<file path="src/rtl/lpf_pkg.sv">
// Shared definitions for the low-pass filter family: limits, accumulator
// sizing and the common sign-extension helper.
package lpf_pkg;

   localparam int LPF_MAX_LOG2_N = 8;
   localparam int LPF_MAX_NBIT   = 32;
   localparam int LPF_EXT_W      = LPF_MAX_NBIT + LPF_MAX_LOG2_N + 1;

   function automatic int ACC_W(input int nbit, input int log2_n);
      return nbit + log2_n + 1;
   endfunction

   // Treat the low nbit bits of val as signed and widen to LPF_EXT_W.
   function automatic logic signed [LPF_EXT_W-1:0] lpf_sext(
      input logic [LPF_MAX_NBIT-1:0] val,
      input int                      nbit
   );
      logic signed [LPF_EXT_W-1:0] tmp;
      tmp = $signed({{(LPF_EXT_W-LPF_MAX_NBIT){1'b0}}, val} << (LPF_EXT_W - nbit));
      return tmp >>> (LPF_EXT_W - nbit);
   endfunction

endpackage

</file>
<file path="src/rtl/lpf_mavg_delay_line.sv">
// Circular sample buffer for the moving-average filter; exposes the entry
// about to be overwritten so the caller can retire it from its running sum.
module lpf_delay_line
   import lpf_pkg::*;
#(
   parameter int NBIT   = 32,
   parameter int LOG2_N = 5
) (
   input  logic            i_clock,
   input  logic            i_RESET,
   input  logic            i_clear,
   input  logic            i_push,
   input  logic [NBIT-1:0] i_data,
   output logic [NBIT-1:0] o_oldest
);

   localparam int N  = 1 << LOG2_N;
   localparam int PW = (LOG2_N == 0) ? 1 : LOG2_N;

   logic [NBIT-1:0] mem_q [N];
   logic [PW-1:0]   wptr_q;
   logic [PW-1:0]   wptr_d;

   // Next write position, wrapping at the end of the window.
   always_comb begin
      if (wptr_q == PW'(N - 1)) begin
         wptr_d = {PW{1'b0}};
      end else begin
         wptr_d = wptr_q + PW'(1);
      end
   end

   // Buffer storage and write pointer; flushed entries read as zero.
   always_ff @(posedge i_clock or negedge i_RESET) begin
      if (!i_RESET) begin
         for (int i = 0; i < N; i++) mem_q[i] <= {NBIT{1'b0}};
         wptr_q <= {PW{1'b0}};
      end else if (i_clear) begin
         for (int i = 0; i < N; i++) mem_q[i] <= {NBIT{1'b0}};
         wptr_q <= {PW{1'b0}};
      end else if (i_push) begin
         mem_q[wptr_q] <= i_data;
         wptr_q        <= wptr_d;
      end
   end

   assign o_oldest = mem_q[wptr_q];

endmodule

</file>
<file path="src/rtl/lpf_mavg.sv">
// Power-of-two moving-average filter with a running-sum accumulator.
// Define LPF_MAVG_ROUND_EN for round-half-up output instead of floor.
module lpf_mavg
   import lpf_pkg::*;
#(
   parameter int NBIT   = 32,
   parameter int LOG2_N = 5
) (
   input  logic            i_clock,
   input  logic            i_RESET,
   input  logic            i_clear,
   input  logic            i_valid,
   input  logic [NBIT-1:0] i_data,
   output logic [NBIT-1:0] o_mean,
   output logic            o_valid,
   output logic            o_full
);

   localparam int N  = 1 << LOG2_N;
   localparam int AW = ACC_W(NBIT, LOG2_N);
   localparam int CW = LOG2_N + 1;

   logic                 accept;
   logic [NBIT-1:0]      oldest;
   logic signed [AW-1:0] acc_q;
   logic signed [AW-1:0] acc_d;
   logic signed [AW-1:0] biased;
   logic [CW-1:0]        cnt_q;
   logic [CW-1:0]        cnt_d;
   logic [NBIT-1:0]      mean_q;
   logic [NBIT-1:0]      mean_d;
   logic                 valid_q;
   logic                 full_q;
   logic                 full_d;

   assign accept = i_valid & ~i_clear;

   lpf_delay_line #(
      .NBIT   (NBIT),
      .LOG2_N (LOG2_N)
   ) u_delay_line (
      .i_clock  (i_clock),
      .i_RESET  (i_RESET),
      .i_clear  (i_clear),
      .i_push   (accept),
      .i_data   (i_data),
      .o_oldest (oldest)
   );

   // Running sum update, optional rounding bias and scaling to the mean.
   always_comb begin
      acc_d = acc_q
            + AW'(lpf_sext(LPF_MAX_NBIT'(i_data), NBIT))
            - AW'(lpf_sext(LPF_MAX_NBIT'(oldest), NBIT));
`ifdef LPF_MAVG_ROUND_EN
      biased = acc_d + AW'((1 << LOG2_N) >> 1);
`else
      biased = acc_d;
`endif
      mean_d = NBIT'(biased >>> LOG2_N);
   end

   // Saturating fill counter; full once the whole window holds real samples.
   always_comb begin
      if (cnt_q == CW'(N)) begin
         cnt_d = cnt_q;
      end else begin
         cnt_d = cnt_q + CW'(1);
      end
      full_d = (cnt_d == CW'(N));
   end

   // Accumulator, fill state and registered outputs.
   always_ff @(posedge i_clock or negedge i_RESET) begin
      if (!i_RESET) begin
         acc_q   <= {AW{1'b0}};
         cnt_q   <= {CW{1'b0}};
         mean_q  <= {NBIT{1'b0}};
         valid_q <= 1'b0;
         full_q  <= 1'b0;
      end else if (i_clear) begin
         acc_q   <= {AW{1'b0}};
         cnt_q   <= {CW{1'b0}};
         mean_q  <= {NBIT{1'b0}};
         valid_q <= 1'b0;
         full_q  <= 1'b0;
      end else if (i_valid) begin
         acc_q   <= acc_d;
         cnt_q   <= cnt_d;
         mean_q  <= mean_d;
         valid_q <= 1'b1;
         full_q  <= full_d;
      end else begin
         valid_q <= 1'b0;
      end
   end

   assign o_mean  = mean_q;
   assign o_valid = valid_q;
   assign o_full  = full_q;

endmodule

</file>
<file path="config.mk">
export PLATFORM = sky130hd
export DESIGN_NAME = lpf_mavg
export DESIGN_NICKNAME = d
export VERILOG_FILES = /design/src/rtl/lpf_pkg.sv /design/src/rtl/lpf_mavg_delay_line.sv /design/src/rtl/lpf_mavg.sv
export SDC_FILE = /design/constraint.sdc
export NUM_CORES = 2
export LEC_CHECK = 0
export BUFFER_PORTS_ARGS = -buffer_cell sky130_fd_sc_hd__buf_2
export CORE_UTILIZATION = 40
export DETAILED_ROUTE_END_ITERATION = 8
export PLACE_DENSITY = 0.6
export SYNTH_ARGS = -nofsm -noshare
export SYNTH_HDL_FRONTEND = slang
export SYNTH_SLANG_ARGS = --single-unit
</file>
<file path="constraint.sdc">
create_clock -name i_clock -period 9.75 [get_ports i_clock]
set_input_delay 0.975 -clock i_clock [delete_from_list [all_inputs] [get_ports i_clock]]
set_output_delay 0.975 -clock i_clock [all_outputs]
set_load 0.005 [all_outputs]
</file>
; Word level (Yosys, flattened, before mapping)
; Index checks and enable logic that the tools add are counted.
[word_totals]
regBits = 1107
latchBits = 0
ram_bits = 0
romBits = 0
word_cells = 75
memories = 0
[op_classes]
add_sub_neg = 4
mul = 0
div_mod_pow = 0
order_cmp = 2
n_eq_ne = 3
n_shift = 0
muxes = 22
n_bitwise = 3
reduce_logical = 3
[op_table]
columns = cell, count
row1 = two-way mux 1024 bit, 2
row2 = bitwise mux 1024 bit, 1
row3 = binary-select mux 32 bit (select 5 bit), 1
row4 = demux 32 bit (select 5 bit), 1
row5 = two-way mux 32 bit, 5
row6 = two-way mux 38 bit, 2
row7 = adder 38 x 32 -> 38 bit, 1
row8 = subtractor 38 x 32 -> 38 bit, 1
row9 = two-way mux 6 bit, 3
row10 = two-way mux 5 bit, 3
row11 = "== test 6 bit, second input constant", 2
row12 = "adder 6 x 1 -> 6 bit, second input constant", 1
row13 = ">= comparator 6 bit, second input constant", 1
row14 = "less-than comparator 6 x 1 -> 1 bit, second input constant", 1
row15 = inverter 5 -> 6 bit, 1
row16 = "adder 5 x 1 -> 5 bit, second input constant", 1
row17 = "== test 5 bit, second input constant", 1
row18 = two-way mux 1 bit, 4
row19 = nonzero test 2 bit, 2
row20 = bitwise AND 1 bit, 1
row21 = logical AND 1 bit, 1
row22 = inverter 1 bit, 1

; Depth between registers and ports, before layout
[depth]
ltp_word = 8
ltp_mapped = 19
depth_no_buf = 16

; By module
; Synthesis repeated with hierarchy kept, for this count alone.
[unflattened]
hier_cells = 6299
area_unflattened_um2 = 54399.7
[modules_own_cells]
columns = mod, n_inst, cells_per_inst, area_each_um2, seq_area_each_um2
row1 = lpf_delay_line, 1, 5638, 49014.5, 25749.7
row2 = lpf_mavg, 1, 661, 5385.2, 1126.1

; Worst setup path before layout
; OpenSTA, ideal clock, no wires.
[synth_path]
path_kind = register -> register
start = reg u_delay_line.wptr_q[0]
end = reg acc_q[36]
setup_time_ps = 125
t_arrival_ps = 4812
path_slack_ps = 4813
path_stages_with_launch = 20
n_path_buf = 5
cell_sequence = dfrtp_1 buf_2 buf_2 buf_2 buf_2 mux4_2 a22oi_1 nand4_1 fa_1 inv_1 ha_1 clkbuf_1 nand2_1 nor2_1 nand2_1 or3_1 o21ba_2 mux2i_1 a311o_1 mux2_4
[synth_via]
elab_chain_cells = 7
[synth_rtl]
columns = element, line_no
row1 = from (decl), lpf_mavg_delay_line.sv:21  ; logic [PW-1:0] wptr_q;
row2 = from (signal assigned), lpf_mavg_delay_line.sv:37  ; wptr_q <= {PW{1'b0}};
row3 = from (signal assigned), lpf_mavg_delay_line.sv:40  ; wptr_q <= {PW{1'b0}};
row4 = from (signal assigned), lpf_mavg_delay_line.sv:43  ; wptr_q <= wptr_d;
row5 = inverter 5 -> 6 bit (implied by the code), lpf_mavg_delay_line.sv:47  ; assign o_oldest = mem_q[wptr_q];
row6 = binary-select mux 32 bit (select 5 bit), lpf_mavg_delay_line.sv:47
row7 = two-way mux 32 bit (implied by the code) (2 in series), lpf_mavg_delay_line.sv:47
row8 = subtractor 38 x 32 -> 38 bit, lpf_mavg.sv:54  ; - AW'(lpf_sext(LPF_MAX_NBIT'(oldest), NBIT));
row9 = two-way mux 38 bit, lpf_mavg.sv:87  ; end else if (i_valid) begin
row10 = two-way mux 38 bit, lpf_mavg.sv:81  ; end else if (i_clear) begin
row11 = to (signal assigned), lpf_mavg.sv:76  ; acc_q <= {AW{1'b0}};
row12 = to (signal assigned), lpf_mavg.sv:82  ; acc_q <= {AW{1'b0}};
row13 = to (decl), lpf_mavg.sv:25  ; logic signed [AW-1:0] acc_q;
; No other way between the ends. The select of a mux whose other input is x is not followed.
; A chain may end at the register's enable or synchronous reset.

; Final worst setup path
[layout_path]
start = reg u_delay_line.wptr_q[0]
end = reg acc_q[25]
; The elaborated chain is that of the path after synthesis.

==> run_results.csv <==
group,metric,value,unit
outcome,status,"finished clean",
sta,fin_crit_sh,64.9,%
routing,detail_route.wl_per_cell,26.6,µm
pwr,sw_frac_of_total,29.4,%
routing,drt-total-wl,199000,µm
pwr,pwr-share-comb,16.5,%
grt,grt_max_degree,180,
setup_path,cp_data_arrival_time,6.96,ns
cells_and_area,drive_gt1_share,12.8,%
pwr,sequentialPowerShare,42.1,%
pwr,cellLeakagePower,0.0241,µW
clock_tree,path_clk_slew,0.06,ns
clock_tree,clock_latency,0.76,ns
sta,setup_slack,3.42,ns
cells_and_area,final_common_cell,"nand2_1",
pwr,p_sw,3250,µW
place,gp_congestion,0.954,
clock_tree,cts_sinks,1074,
setup_path,crit_type,"register to register",
synthesis,synth_area_per_cell,9.15,µm²
sta,grt_setup_unrepaired,"no",
cells_and_area,mostFrequentLayoutCells,"nand2_1, a21oi_1, dfrtp_1",
setup_path,crit_required,10.38,ns
synthesis,synthCells,5889,
synthesis,synth_cell_types,62,
clock_tree,cts_buffer_depth,3,
floorplanning,start_util,40.4,%
place,dp_hpwl,113000,µm
sta,drv_slew,0,
sta,max_slew.worst_pin.slew,1.31,ns
setup_path,crit_start,"u_delay_line.wptr_q[0]$_DFFE_PN0P_",
synthesis,seq_area_frac_synth,49.9,%
routing,drcViolationCount,0,
pwr,irDropWorstVdd,161,µV
sta,clock-skew-final,0.0417,ns
setup_path,worst_setup_path_start_kind,"register",
cells_and_area,fillers,12800,
setup_path,cp-end-kind,"register",
floorplanning,fp-row-count,134,
floorplanning,die_h,369,µm
sta,relSlewSlack,12.8,%
grt,grt-ovfl-total,0,
grt,grt_pass1_wl,294000,µm
floorplanning,die_area,0.136,mm²
synthesis,synth_fp_nets,6006,
routing,drtPass1Iterations,6,
routing,route.vias.total,44300,
synthesis,ys.flop_type,"dfrtp_1",
sta,finalSetupViolCount,0,
sta,fin_crit,6.33,ns
run,maxCapViolCount,0,
sta,clock.fmax,158,MHz
pwr,p_per_area,186,mW/mm²
synthesis,ys_ff_latch,1074,
synthesis,async_flop_share,100,%
floorplanning,top_level_ports,70,
setup_path,worst-r2r-cell-count,15,
floorplanning,fp.dieW,369,µm
min_path,hold_path_class,"primary input to async pin",
sta,hold_viol,0,
cells_and_area,num-nets-final,5733,
clock_tree,htree_levels,3,
routing,ant_nets,0,
pwr,power.share.clock,41.4,%
routing,viasPerCell,5.92,
cells_and_area,syn2layout_area_growth,10.3,%
grt,grt_pass1_vias,43300,
setup_path,r2r-start,"u_delay_line.wptr_q[0]$_DFFE_PN0P_",
synthesis,yosysWarnings,0,
pwr,p_total,11100,µW
floorplanning,coreArea,0.133,mm²
sta,fin_tns_setup,0,ns
grt,antenna_found_initial,9,
clock_tree,hold_buffers,0,
clock_tree,tritoncts,"done",
place,post-place-ws,3.57,ns
clock_tree,post_cts.repair.setup_buffers,0,
place,numPortBuffers,69,
clock_tree,cts_resized,0,
clock_tree,cts_buffers,114,
clock_tree,clockRootBuffer,"clkbuf_16",
grt,grt_use_total,29.1,%
routing,drt_iter0_markers,5953,
synthesis,netlist_area,0.0539,mm²
synthesis,synth_edf_count,0,
cells_and_area,final_util,44.5,%
setup_path,critPathMaxFanout,54,
pwr,intPower,7810,µW
worst max-delay path: stages, from the launching register on:
cell	delay (ns)
dfrtp_4	1.07
buf_12	0.46
mux4_2	0.58
a22oi_1	0.55
nand4_1	0.22
fa_1	0.55
inv_1	0.05
ha_1	0.36
nand2_1	0.08
o21ai_0	0.49
nand2_1	0.26
o31ai_2	0.47
a211o_1	0.26
a21oi_1	0.14
or4_1	0.41
o311ai_0	0.10
cell families after synthesis:
kind of cell             synth area share [%]
AND/OR/NAND/NOR                          17.1
AO/OA/AOI/OAI                            12.8
flip-flops                               49.9
buffers and inverters                    5.46
multiplexers                             11.8
adder cells (fa/ha/maj)                  2.38
XOR/XNOR                                0.569
worst paths after layout:
path / slack, ns / to
hold reg to reg: 0.52 / u_delay_line.mem_q[561]$_DFFE_PN0P_
setup reg to reg: 3.42 / acc_q[25]$_DFFE_PN0P_
setup / recovery: 3.42 / acc_q[25]$_DFFE_PN0P_
min in group i_clock: 0.52 / u_delay_line.mem_q[561]$_DFFE_PN0P_
hold / removal: 0.18 / u_delay_line.mem_q[989]$_DFFE_PN0P_
max in group asynchronous: 7.22 / u_delay_line.mem_q[564]$_DFFE_PN0P_
per-stage QoR:
stage	instance area [µm²]	cells	hold WS, ns
2_1_floorplan	53900	5889	0.473
3_3_place_gp	55500	7268	0.505
3_5_place_dp	55500	7268	0.512
4_1_cts	59400	7479	0.165
5_1_grt	59400	7480	0.214
6_report	59400	7480	0.180
cell usage after synthesis (all sizes together) (13+ instances only):
master / count / share of area [%]
nor2: 86 / 0.60
clkbuf: 508 / 3.5
dfrtp: 1074 / 50
xnor2: 24 / 0.39
a21oi: 1073 / 10
a22oi: 94 / 1.3
nand3: 32 / 0.30
ha: 45 / 1.0
inv: 157 / 1.1
mux4: 259 / 11
fa: 36 / 1.3
buf: 75 / 0.82
mux2: 29 / 0.61
o21ai: 31 / 0.29
and3: 13 / 0.15
nand4: 33 / 0.38
a21o: 20 / 0.28
nand2b: 13 / 0.15
mux2i: 19 / 0.35
nand2: 2151 / 15
layout make-up:
class / count / area (µm²) / share of cell area, %
multi-input combinational: 4075 / 24400 / 41.0
clock buffer: 167 / 3330 / 5.61
clock inverter: 44 / 557 / 0.937
tap: 1768 / 2210 / 3.72
timing repair buffer: 194 / 1440 / 2.43
inverter: 157 / 589 / 0.992
antenna: 1 / 2.50 / 0.00421
sequential: 1074 / 26900 / 45.3
power by group through the flow:
stage / Clock [µW] / Combinational (µW) / Sequential, µW
2_1_floorplan: 0 / 1280 / 4640
3_3_place_gp: 0 / 1790 / 4730
3_5_place_dp: 0 / 1790 / 4730
4_1_cts: 4620 / 1800 / 4650
5_1_grt: 4780 / 1990 / 4660
6_report: 4580 / 1820 / 4660
state kept, by name, summed over array words and instances (netlist names):
| register | cells |
|---|---|
| u_delay_line.wptr_q | 5 |
| u_delay_line.mem_q | 1024 |
| cnt_q | 6 |
| o_full | 1 |
| acc_q | 37 |
| o_valid | 1 |
layer usage:
layer  vias to the layer above  share of wire, %  wire length (µm)  track usage (%)
met3                       436               9.9             19600             6.56
met2                      2260                46             90700             44.9
met5                         -             0.029                58                0
met1                     22500                39             77800             38.5
met4                        10               5.3             10500             14.4
li1                      19000                 -                 -                -
No activity file was read; power rests on OpenSTA's default activity.
